==> src/rtl/kyber_pkg.sv <==
// Shared Kyber NTT datapath constants.
package kyber_pkg;

  localparam int unsigned KYBER_Q = 3329;
  localparam int unsigned COEFF_W = 12;
  // One extra bit so that u + t and u - t fit without loss.
  localparam int unsigned INTER_W = COEFF_W + 1;

  typedef logic [COEFF_W-1:0] coeff_t;

endpackage

==> src/rtl/ntt_operand_fifo.sv <==
// Small circular buffer holding butterfly operands until their product returns.
module ntt_operand_fifo #(
  parameter int unsigned DEPTH      = 8,
  parameter int unsigned DATA_WIDTH = 12,
  parameter int unsigned CNT_WIDTH  = 4
) (
  input  logic                  clk,
  input  logic                  rst,
  input  logic                  push_i,
  input  logic                  pop_i,
  input  logic [DATA_WIDTH-1:0] data_i,
  output logic [DATA_WIDTH-1:0] rd_data_c,
  output logic [CNT_WIDTH-1:0]  count_o,
  output logic                  full_o,
  output logic                  empty_o
);

  localparam int unsigned PTR_W = (DEPTH > 1) ? $clog2(DEPTH) : 1;

  logic [DATA_WIDTH-1:0] mem_q [DEPTH];
  logic [PTR_W-1:0]      wr_ptr_q, wr_ptr_d;
  logic [PTR_W-1:0]      rd_ptr_q, rd_ptr_d;
  logic [CNT_WIDTH-1:0]  count_q, count_d;
  logic                  full_q, full_d;
  logic                  empty_q, empty_d;

  // Storage array; contents need no reset since occupancy is tracked by count.
  always_ff @(posedge clk) begin
    if (push_i) mem_q[wr_ptr_q] <= data_i;
  end

  // Pointer and occupancy bookkeeping; pointers wrap naturally (DEPTH is a power of two).
  always_comb begin
    wr_ptr_d = wr_ptr_q;
    rd_ptr_d = rd_ptr_q;
    count_d  = count_q;
    if (push_i) wr_ptr_d = wr_ptr_q + PTR_W'(1);
    if (pop_i)  rd_ptr_d = rd_ptr_q + PTR_W'(1);
    unique case ({push_i, pop_i})
      2'b10:   count_d = count_q + CNT_WIDTH'(1);
      2'b01:   count_d = count_q - CNT_WIDTH'(1);
      default: count_d = count_q;
    endcase
    full_d  = (count_d == CNT_WIDTH'(DEPTH));
    empty_d = (count_d == '0);
  end

  // Control state register.
  always_ff @(posedge clk or posedge rst) begin
    if (rst) begin
      wr_ptr_q <= '0;
      rd_ptr_q <= '0;
      count_q  <= '0;
      full_q   <= 1'b0;
      empty_q  <= 1'b1;
    end else begin
      wr_ptr_q <= wr_ptr_d;
      rd_ptr_q <= rd_ptr_d;
      count_q  <= count_d;
      full_q   <= full_d;
      empty_q  <= empty_d;
    end
  end

  assign rd_data_c = mem_q[rd_ptr_q];
  assign count_o   = count_q;
  assign full_o    = full_q;
  assign empty_o   = empty_q;

endmodule

==> src/rtl/ntt_butterfly_addsub.sv <==
// Cooley-Tukey butterfly add/sub stage: pairs buffered u with returned t = w*b mod q.
module ntt_butterfly_addsub
  import kyber_pkg::*;
#(
  parameter int unsigned DATA_WIDTH = COEFF_W,
  parameter int unsigned MODULUS    = KYBER_Q,
  parameter int unsigned DEPTH      = 8,
  parameter int unsigned CNT_WIDTH  = 4
) (
  input  logic                  clk,
  input  logic                  rst,
  input  logic                  enable,
  input  logic                  u_valid,
  input  logic [DATA_WIDTH-1:0] u_in,
  input  logic                  t_valid,
  input  logic [DATA_WIDTH-1:0] t_in,
  output logic                  out_valid,
  output logic [DATA_WIDTH-1:0] x_out,
  output logic [DATA_WIDTH-1:0] y_out,
  output logic [CNT_WIDTH-1:0]  fifo_count,
  output logic                  u_full,
  output logic                  err_overflow,
  output logic                  err_underflow
);

  localparam int unsigned SUM_W = DATA_WIDTH + 1;

  logic                  push, pop;
  logic                  fifo_full, fifo_empty;
  logic [DATA_WIDTH-1:0] u_head;
  logic [SUM_W-1:0]      sum, diff;

  logic                  out_valid_q, out_valid_d;
  logic [DATA_WIDTH-1:0] x_q, x_d;
  logic [DATA_WIDTH-1:0] y_q, y_d;
  logic                  ovf_q, ovf_d;
  logic                  unf_q, unf_d;

  // A pop frees a slot in the same cycle, so a push into a full buffer is accepted then.
  assign pop  = t_valid & enable & ~fifo_empty;
  assign push = u_valid & enable & (~fifo_full | pop);

  ntt_operand_fifo #(
    .DEPTH      (DEPTH),
    .DATA_WIDTH (DATA_WIDTH),
    .CNT_WIDTH  (CNT_WIDTH)
  ) u_fifo (
    .clk       (clk),
    .rst       (rst),
    .push_i    (push),
    .pop_i     (pop),
    .data_i    (u_in),
    .rd_data_c (u_head),
    .count_o   (fifo_count),
    .full_o    (fifo_full),
    .empty_o   (fifo_empty)
  );

  // Modular add/sub at one extra bit; diff's top bit is the sign of u - t.
  always_comb begin
    sum         = SUM_W'(u_head) + SUM_W'(t_in);
    diff        = SUM_W'(u_head) - SUM_W'(t_in);
    out_valid_d = out_valid_q;
    x_d         = x_q;
    y_d         = y_q;
    ovf_d       = ovf_q;
    unf_d       = unf_q;
    if (enable) begin
      out_valid_d = pop;
      if (pop) begin
        x_d = (sum >= SUM_W'(MODULUS)) ? DATA_WIDTH'(sum - SUM_W'(MODULUS)) : DATA_WIDTH'(sum);
        y_d = diff[SUM_W-1] ? DATA_WIDTH'(diff + SUM_W'(MODULUS)) : DATA_WIDTH'(diff);
      end
      if (u_valid & fifo_full & ~pop) ovf_d = 1'b1;
      if (t_valid & fifo_empty)       unf_d = 1'b1;
    end
  end

  // Output register and sticky error flags.
  always_ff @(posedge clk or posedge rst) begin
    if (rst) begin
      out_valid_q <= 1'b0;
      x_q         <= '0;
      y_q         <= '0;
      ovf_q       <= 1'b0;
      unf_q       <= 1'b0;
    end else begin
      out_valid_q <= out_valid_d;
      x_q         <= x_d;
      y_q         <= y_d;
      ovf_q       <= ovf_d;
      unf_q       <= unf_d;
    end
  end

  assign out_valid     = out_valid_q;
  assign x_out         = x_q;
  assign y_out         = y_q;
  assign u_full        = fifo_full;
  assign err_overflow  = ovf_q;
  assign err_underflow = unf_q;

endmodule
==> config.mk <==
export PLATFORM = sky130hd
export DESIGN_NAME = ntt_butterfly_addsub
export DESIGN_NICKNAME = d
export VERILOG_FILES = /design/src/rtl/kyber_pkg.sv /design/src/rtl/ntt_operand_fifo.sv /design/src/rtl/ntt_butterfly_addsub.sv
export SDC_FILE = /design/constraint.sdc
export NUM_CORES = 1
export LEC_CHECK = 0
export BUFFER_PORTS_ARGS = -buffer_cell sky130_fd_sc_hd__buf_2
export CAP_MARGIN = 10
export CORE_ASPECT_RATIO = 0.5
export CORE_MARGIN = 3
export CORE_UTILIZATION = 45
export DETAILED_ROUTE_END_ITERATION = 12
export PLACE_DENSITY = 0.69
export SYNTH_ARGS = -nofsm -noshare
export SYNTH_HDL_FRONTEND = slang
export SYNTH_SLANG_ARGS = --single-unit
==> constraint.sdc <==
create_clock -name clk -period 4.7 [get_ports clk]
set_input_delay 0.47 -clock clk [delete_from_list [all_inputs] [get_ports clk]]
set_output_delay 0.47 -clock clk [all_outputs]
set_load 0.02 [all_outputs]
== Yosys cells after proc, flatten, opt, wreduce, memory -nomap -nowiden ==
Memory sizes are Yosys's and may differ from the RTL's.
Cells that the tools add are included.

* Register bits after elaboration: 39
* Bits in writable memories: 96
* Input bits: 29
* Output and inout port bits: 32
* Logic and storage cells: 43
* Memories kept: 1

{| class="wikitable"
|+ Memories
! name !! depth !! width !! rd ports !! clocked after memory_dff !! write ports !! line !! RTL
|-
| u_fifo.mem_q || 8 || 12 || 1 || 0 || 1 || ntt_operand_fifo.sv:20 || <nowiki>logic [DATA_WIDTH-1:0] mem_q [DEPTH];</nowiki>
|}

* Add/subtract/negate cells: 8
* Magnitude comparators: 1
* Equal/unequal tests: 3
* Multiplexer cells: 5
* Bitwise operators: 11
* Reduce and logical (&&, ||, !) cells: 4

{| class="wikitable"
|+ Operators with widths
! operator !! number
|-
| 12-bit 2-to-1 mux || 2
|-
| 12-bit by 12-bit adder with 13-bit output || 1
|-
| 13-bit by 12-bit greater-or-equal comparator with 1-bit output, second input constant || 1
|-
| 12-bit by 12-bit subtractor with 13-bit output || 1
|-
| 12-bit adder, second input constant || 1
|-
| 12-bit subtractor, second input constant || 1
|-
| 4-bit one-hot mux with 2 select lines || 1
|-
| 1-bit bitwise AND || 7
|-
| 3-bit by 1-bit adder with 3-bit output, second input constant || 2
|-
| 2-bit AND reduction || 3
|-
| 4-bit by 1-bit adder with 4-bit output, second input constant || 1
|-
| 4-bit equality test, second input constant || 1
|-
| 4-bit logical NOT || 1
|-
| 4-bit by 1-bit subtractor with 4-bit output, second input constant || 1
|-
| 1-bit inverter || 3
|-
| 2-bit by 1-bit equality test with 1-bit output, second input constant || 1
|-
| 2-bit equality test, second input constant || 1
|-
| 1-bit 2-to-1 mux || 2
|-
| 1-bit OR || 1
|}

== Longest topological paths before layout ==
* Depth in word-level cells: 7
* Gate-level depth with buffers: 16
* Gate-level depth less buffers: 13

== Modules after synthesis ==
A second synthesis with hierarchy kept.

* Cell total of the unflattened synthesis: 590
* Area total of the unflattened synthesis: 7,438.4 µm²

{| class="wikitable"
|+ Modules (own cells, without submodules)
! module !! times used !! cells each !! area an instance (µm²) !! seq. area each (µm²)
|-
| ntt_operand_fifo || 1 || 206 || 4,361.7 || 3,184.3
|-
| ntt_butterfly_addsub || 1 || 384 || 3,076.7 || 675.6
|}

== Worst setup path before layout ==
Ideal clock, no wire load.

* Path kind: reg-to-reg
* From: reg u_fifo.rd_ptr_q[0]
* To: reg x_q[10] (netlist: x_out[10])
* Library setup time: 0.120 ns
* Arrival: 4.511 ns
* Data required time: 4.580 ns
* Slack: 0.069 ns
* Cell stages (with the launch flop): 16
* Path buffers: 2
* Cells stage by stage: dfrtp_1 -> clkbuf_1 -> buf_1 -> mux4_2 -> mux2i_1 -> inv_1 -> ha_1 -> fa_1 -> nor2b_2 -> or3_1 -> a211o_1 -> a21o_1 -> a41oi_4 -> o22ai_4 -> or3_1 -> a31o_1

* Word-level cells in the longest chain between the ends: 4
* Elaborated cells on any way between the ends: 5
* Those cells by class: add/sub: 2; order compare: 1; mux: 1; memory: 1

{| class="wikitable"
|+ RTL lines
! item !! line !! RTL
|-
| from (decl) || ntt_operand_fifo.sv:22 || <nowiki>logic [PTR_W-1:0] rd_ptr_q, rd_ptr_d;</nowiki>
|-
| from (signal assigned) || ntt_operand_fifo.sv:58 || <nowiki>rd_ptr_q <= rd_ptr_d;</nowiki>
|-
| memory read 8 x 12 bit * || - ||
|-
| 12-bit by 12-bit adder with 13-bit output * || ntt_butterfly_addsub.sv:61 || <nowiki>sum = SUM_W'(u_head) + SUM_W'(t_in);</nowiki>
|-
| 12-bit subtractor or 13-bit by 12-bit greater-or-equal comparator with 1-bit output (tied branches) || ntt_butterfly_addsub.sv:71 || <nowiki>x_d = (sum >= SUM_W'(MODULUS)) ? DATA_WIDTH'(sum - SUM_W'(MODULUS)) : DATA_WIDTH'(sum);</nowiki>
|-
| 12-bit 2-to-1 mux * || ntt_butterfly_addsub.sv:71 ||
|-
| to (signal assigned) || ntt_butterfly_addsub.sv:83 || <nowiki>x_q <= '0;</nowiki>
|-
| to (signal assigned) || ntt_butterfly_addsub.sv:89 || <nowiki>x_q <= x_d;</nowiki>
|-
| to (decl) || ntt_butterfly_addsub.sv:34 || <nowiki>logic [DATA_WIDTH-1:0] x_q, x_d;</nowiki>
|}

Mark *: on every way between the ends. The rest lies on a longest branch, timed or not.
A chain may end at the register's enable or synchronous reset.

== Worst setup path after layout ==
Same ends and word-level chain as after synthesis.

==> qor.txt <==
Series of cell instances along the critical path = buf_4 > mux4_2 > mux2_2 > fa_1 > nor2b_2 > or3_1 > a211o_1 > a21o_1 > a41oi_4 > o22ai_4 > or3_1 > a31o_1
Number of ports placed on the die boundary = 61
Hold Vio Cnt, Final = 0
Post-synthesis instance total = 566
Critical Path Slowest Stage Cell = sky130_fd_sc_hd__mux4_2
Number of enable-type register cells in the synthesized netlist = 96
Die Y-Extent = 96.0 um
Post-synthesis net count = 630
Sequential element share of the synthesized area = 53.0%
Final weighted congestion in routability-driven placement = 0.878
TritonCTS buffer count = 17
Data arrival time of the critical path = 4.63 ns
DR iter-0 viols = 339
Highest metal layer with signal wires = met5
Number of maximum-capacitance violations = 0
Port Buffer Count = 60
Most frequently used flop master after synthesis = sky130_fd_sc_hd__edfxtp_1
Clock tree skew after final layout = 0.0110 ns
Worst-Margin Slew = 0.698 ns
Antenna violation net count after detailed routing = 0
Post-Route M1 WL = 7560 um
Total core area = 15600 um2
Wire length on met2 = 7350 um
Via total after detailed routing = 4778
Vias in the first global route = 4664
Clock slew seen by the registers of the worst setup and hold paths = 0.07 ns
Fraction of final layout cells sized beyond drive strength 1 = 27.7%
Max-slew violation count = 0
Critical path data required time = 5.01 ns
Mapped Area = 7290 um2
Global route total overflow = 0
Launching element type of the critical path = flip-flop
Number of standard cells in the layout, taps in and fillers out = 862
Minimum clock period after layout = 4.32 ns
Horiz. Die Dim = 186 um
Overall routing resource usage = 18.7%
Fraction of registers with async set or reset after synthesis = 28.9%
Die area = 17900 um2
Global-route wire length before repair = 25300 um
Average vias per placed instance = 5.54
Post-synthesis to final-layout area growth = 16.6%
Reg-to-reg slack, setup = 0.38 ns
Setup repair after global routing missed its margin = no
Antenna violations before repair = 3
Max_slew headroom = 53.2%
Setup repair bufs after CTS = 0
Start point of the critical path = u_fifo.rd_ptr_q[0]
CTS-repair resized insts = 0
Setup Total Neg Slack = 0 ns
Status = complete, no violations
Period utilisation layout = 92.0%
Average wire length per cell after detail routing = 18.6 um
Clock root buffer = sky130_fd_sc_hd__clkbuf_16
Worst-Skew Late Latency = 0.42 ns
CP endpoint = x_out[10]
Capture point of the worst reg-to-reg path = x_out[10]
Placed Instances = 830
Maximum fanout along the worst path = 17
Worst stage delay on the critical path = 0.51 ns
Type of element capturing the critical path = flip-flop
Total wire length after detailed routing = 16100 um
Setup-failing EPs final = 0
Worst reg2reg startpoint = u_fifo.rd_ptr_q[0]
Critical setup path kind = flip-flop to flip-flop
CTS tree = built
Number of library cell types mapped by synthesis = 83
Final design utilization = 54.4%
Flip-flop and latch count after synthesis = 135
N_diodes = 0
Mapped Avg Cell Area = 12.9 um2
Cell row count = 32
Cell seen most often among critical-path stages = sky130_fd_sc_hd__or3_1
DPL Wire Length = 11100 um
Number of nets in the finished design = 709
Syn. warnings = 0
First-pass iteration count of the detailed router = 4
Met3 wirelength from detailed routing = 878 um
Starting Density = 46.7%
Pin count of the biggest net entering global routing = 53
Hold Crit Class = input pin to async pin
Clk sinks = 135
Longest Clk Path Bufs = 2
Length in cells of the worst reg-to-reg path = 12
Fmax = 0.231 GHz
DR DRC count = 0
Post-CTS Hold Fix Bufs = 0
Clock H-tree levels = 4
## cells by family after synthesis
family / Yosys count / share of synthesized area [%]
buffers and inverters: 57 / 3.90
xor gates and xnor gates: 32 / 3.95
AOI/OAI and AO/OA: 108 / 11.9
adders and majority gates: 35 / 6.32
and+or+nand+nor: 159 / 11.2
DFF: 135 / 53.0
muxes: 40 / 9.82
## state kept, by name, indices dropped and copies added (netlist names)
signal           flops
u_fifo.full_o        1
y_out               12
out_valid            1
u_fifo.rd_ptr_q      3
u_fifo.empty_o       1
u_fifo.wr_ptr_q      3
x_out               12
err_overflow         1
u_fifo.mem_q        96
err_underflow        1
u_fifo.count_o       4
## layer usage
layer  GRT usage [%]  vias up
li1                -     2298
met1            25.4     2321
met2            30.1      123
met3            4.79       30
met4            5.51        6
met5               0        -
## critical path: cells and delay by family, from the launching register on
family	cells	cell delay, ns
compound gates	5	1.27
simple gates	3	0.90
mux	2	0.86
flops	1	0.49
fa+ha+maj	1	0.46
buf+inv	1	0.24
## cell usage after synthesis, drive strengths merged (2+ instances only)
cell     instances  area, um2
edfxtp          96       2880
nand2           49        184
dfrtp           38        951
ha              32        400
inv             32        120
nor2            28        108
mux4            24        541
o21ai           23        115
xnor2           22        200
nor3            20        100
a21oi           18       90.1
buf             14        114
mux2            12        135
o21a            11       82.6
xor2            10       87.6
a211oi           9       90.1
clkbuf           9       33.8
nand3            9       45.0
nor2b            9       58.8
o31ai            9       87.6
nand2b           7       43.8
nor4             7       50.1
a21o             6       45.0
or3              6       37.5
mux2i            4       40.0
nand4            4       25.0
a2111oi          3       33.8
a211o            3       26.3
and2             3       21.3
and3             3       20.0
fa               3       60.1
nand3b           3       22.5
a221oi           2       23.8
a22oi            2       15.0
a31o             2       17.5
a31oi            2       12.5
a41oi            2       36.3
and3b            2       17.5
nor3b            2       20.0
nor4b            2       17.5
o211ai           2       20.0
o21bai           2       15.0
o311ai           2       35.0
or4              2       18.8
## metrics by stage
stage               setup slack (ns)  instance area [um2]  hold slack, ns
floorplan                     0.0690                 7290           0.525
detailed placement             0.452                 7880           0.461
CTS                            0.369                 8500           0.194
global placement               0.535                 7880           0.449
global route                   0.114                 8500           0.233
finish                         0.375                 8500           0.180
## how the worst min path moves through the flow
stage	startpoint	cells after the start	slack (ns)	endpoint
finish	rst	3	0.18	x_out[11]
global route	rst	3	0.23	out_valid
CTS	rst	3	0.19	out_valid
detailed placement	err_underflow	1	0.46	err_underflow
global placement	err_underflow	1	0.45	err_underflow
floorplan	u_fifo.wr_ptr_q[2]	1	0.53	u_fifo.wr_ptr_q[2]
## area by class of cell
| type | instances | area (um2) |
|---|---|---|
| clock buffer | 17 | 425 |
| timing repair buffer | 84 | 480 |
| sequential | 135 | 3860 |
| tap | 204 | 255 |
| clock inverter | 15 | 198 |
| multi-input combinational | 374 | 3160 |
| inverter | 33 | 124 |
| fill | 1278 | 7120 |
## placed cells by master (no fill, tap or decap), drive strengths merged, types with 4 or more instances in the layout
cell,n
or3,6
ha,32
xor2,10
nand4,4
inv,43
nor4,7
nand2b,7
nand3,9
nor3,20
mux2i,4
xnor2,22
o21a,11
dfrtp,38
o31ai,9
o21ai,23
buf,84
mux4,24
a21o,6
nor2b,9
nand2,49
edfxtp,96
a211oi,9
a21oi,18
clkbuf,17
mux2,12
nor2,28
Power is not shown: default switching activity piles up to over one toggle a cycle in this logic, so the estimate is an artifact.
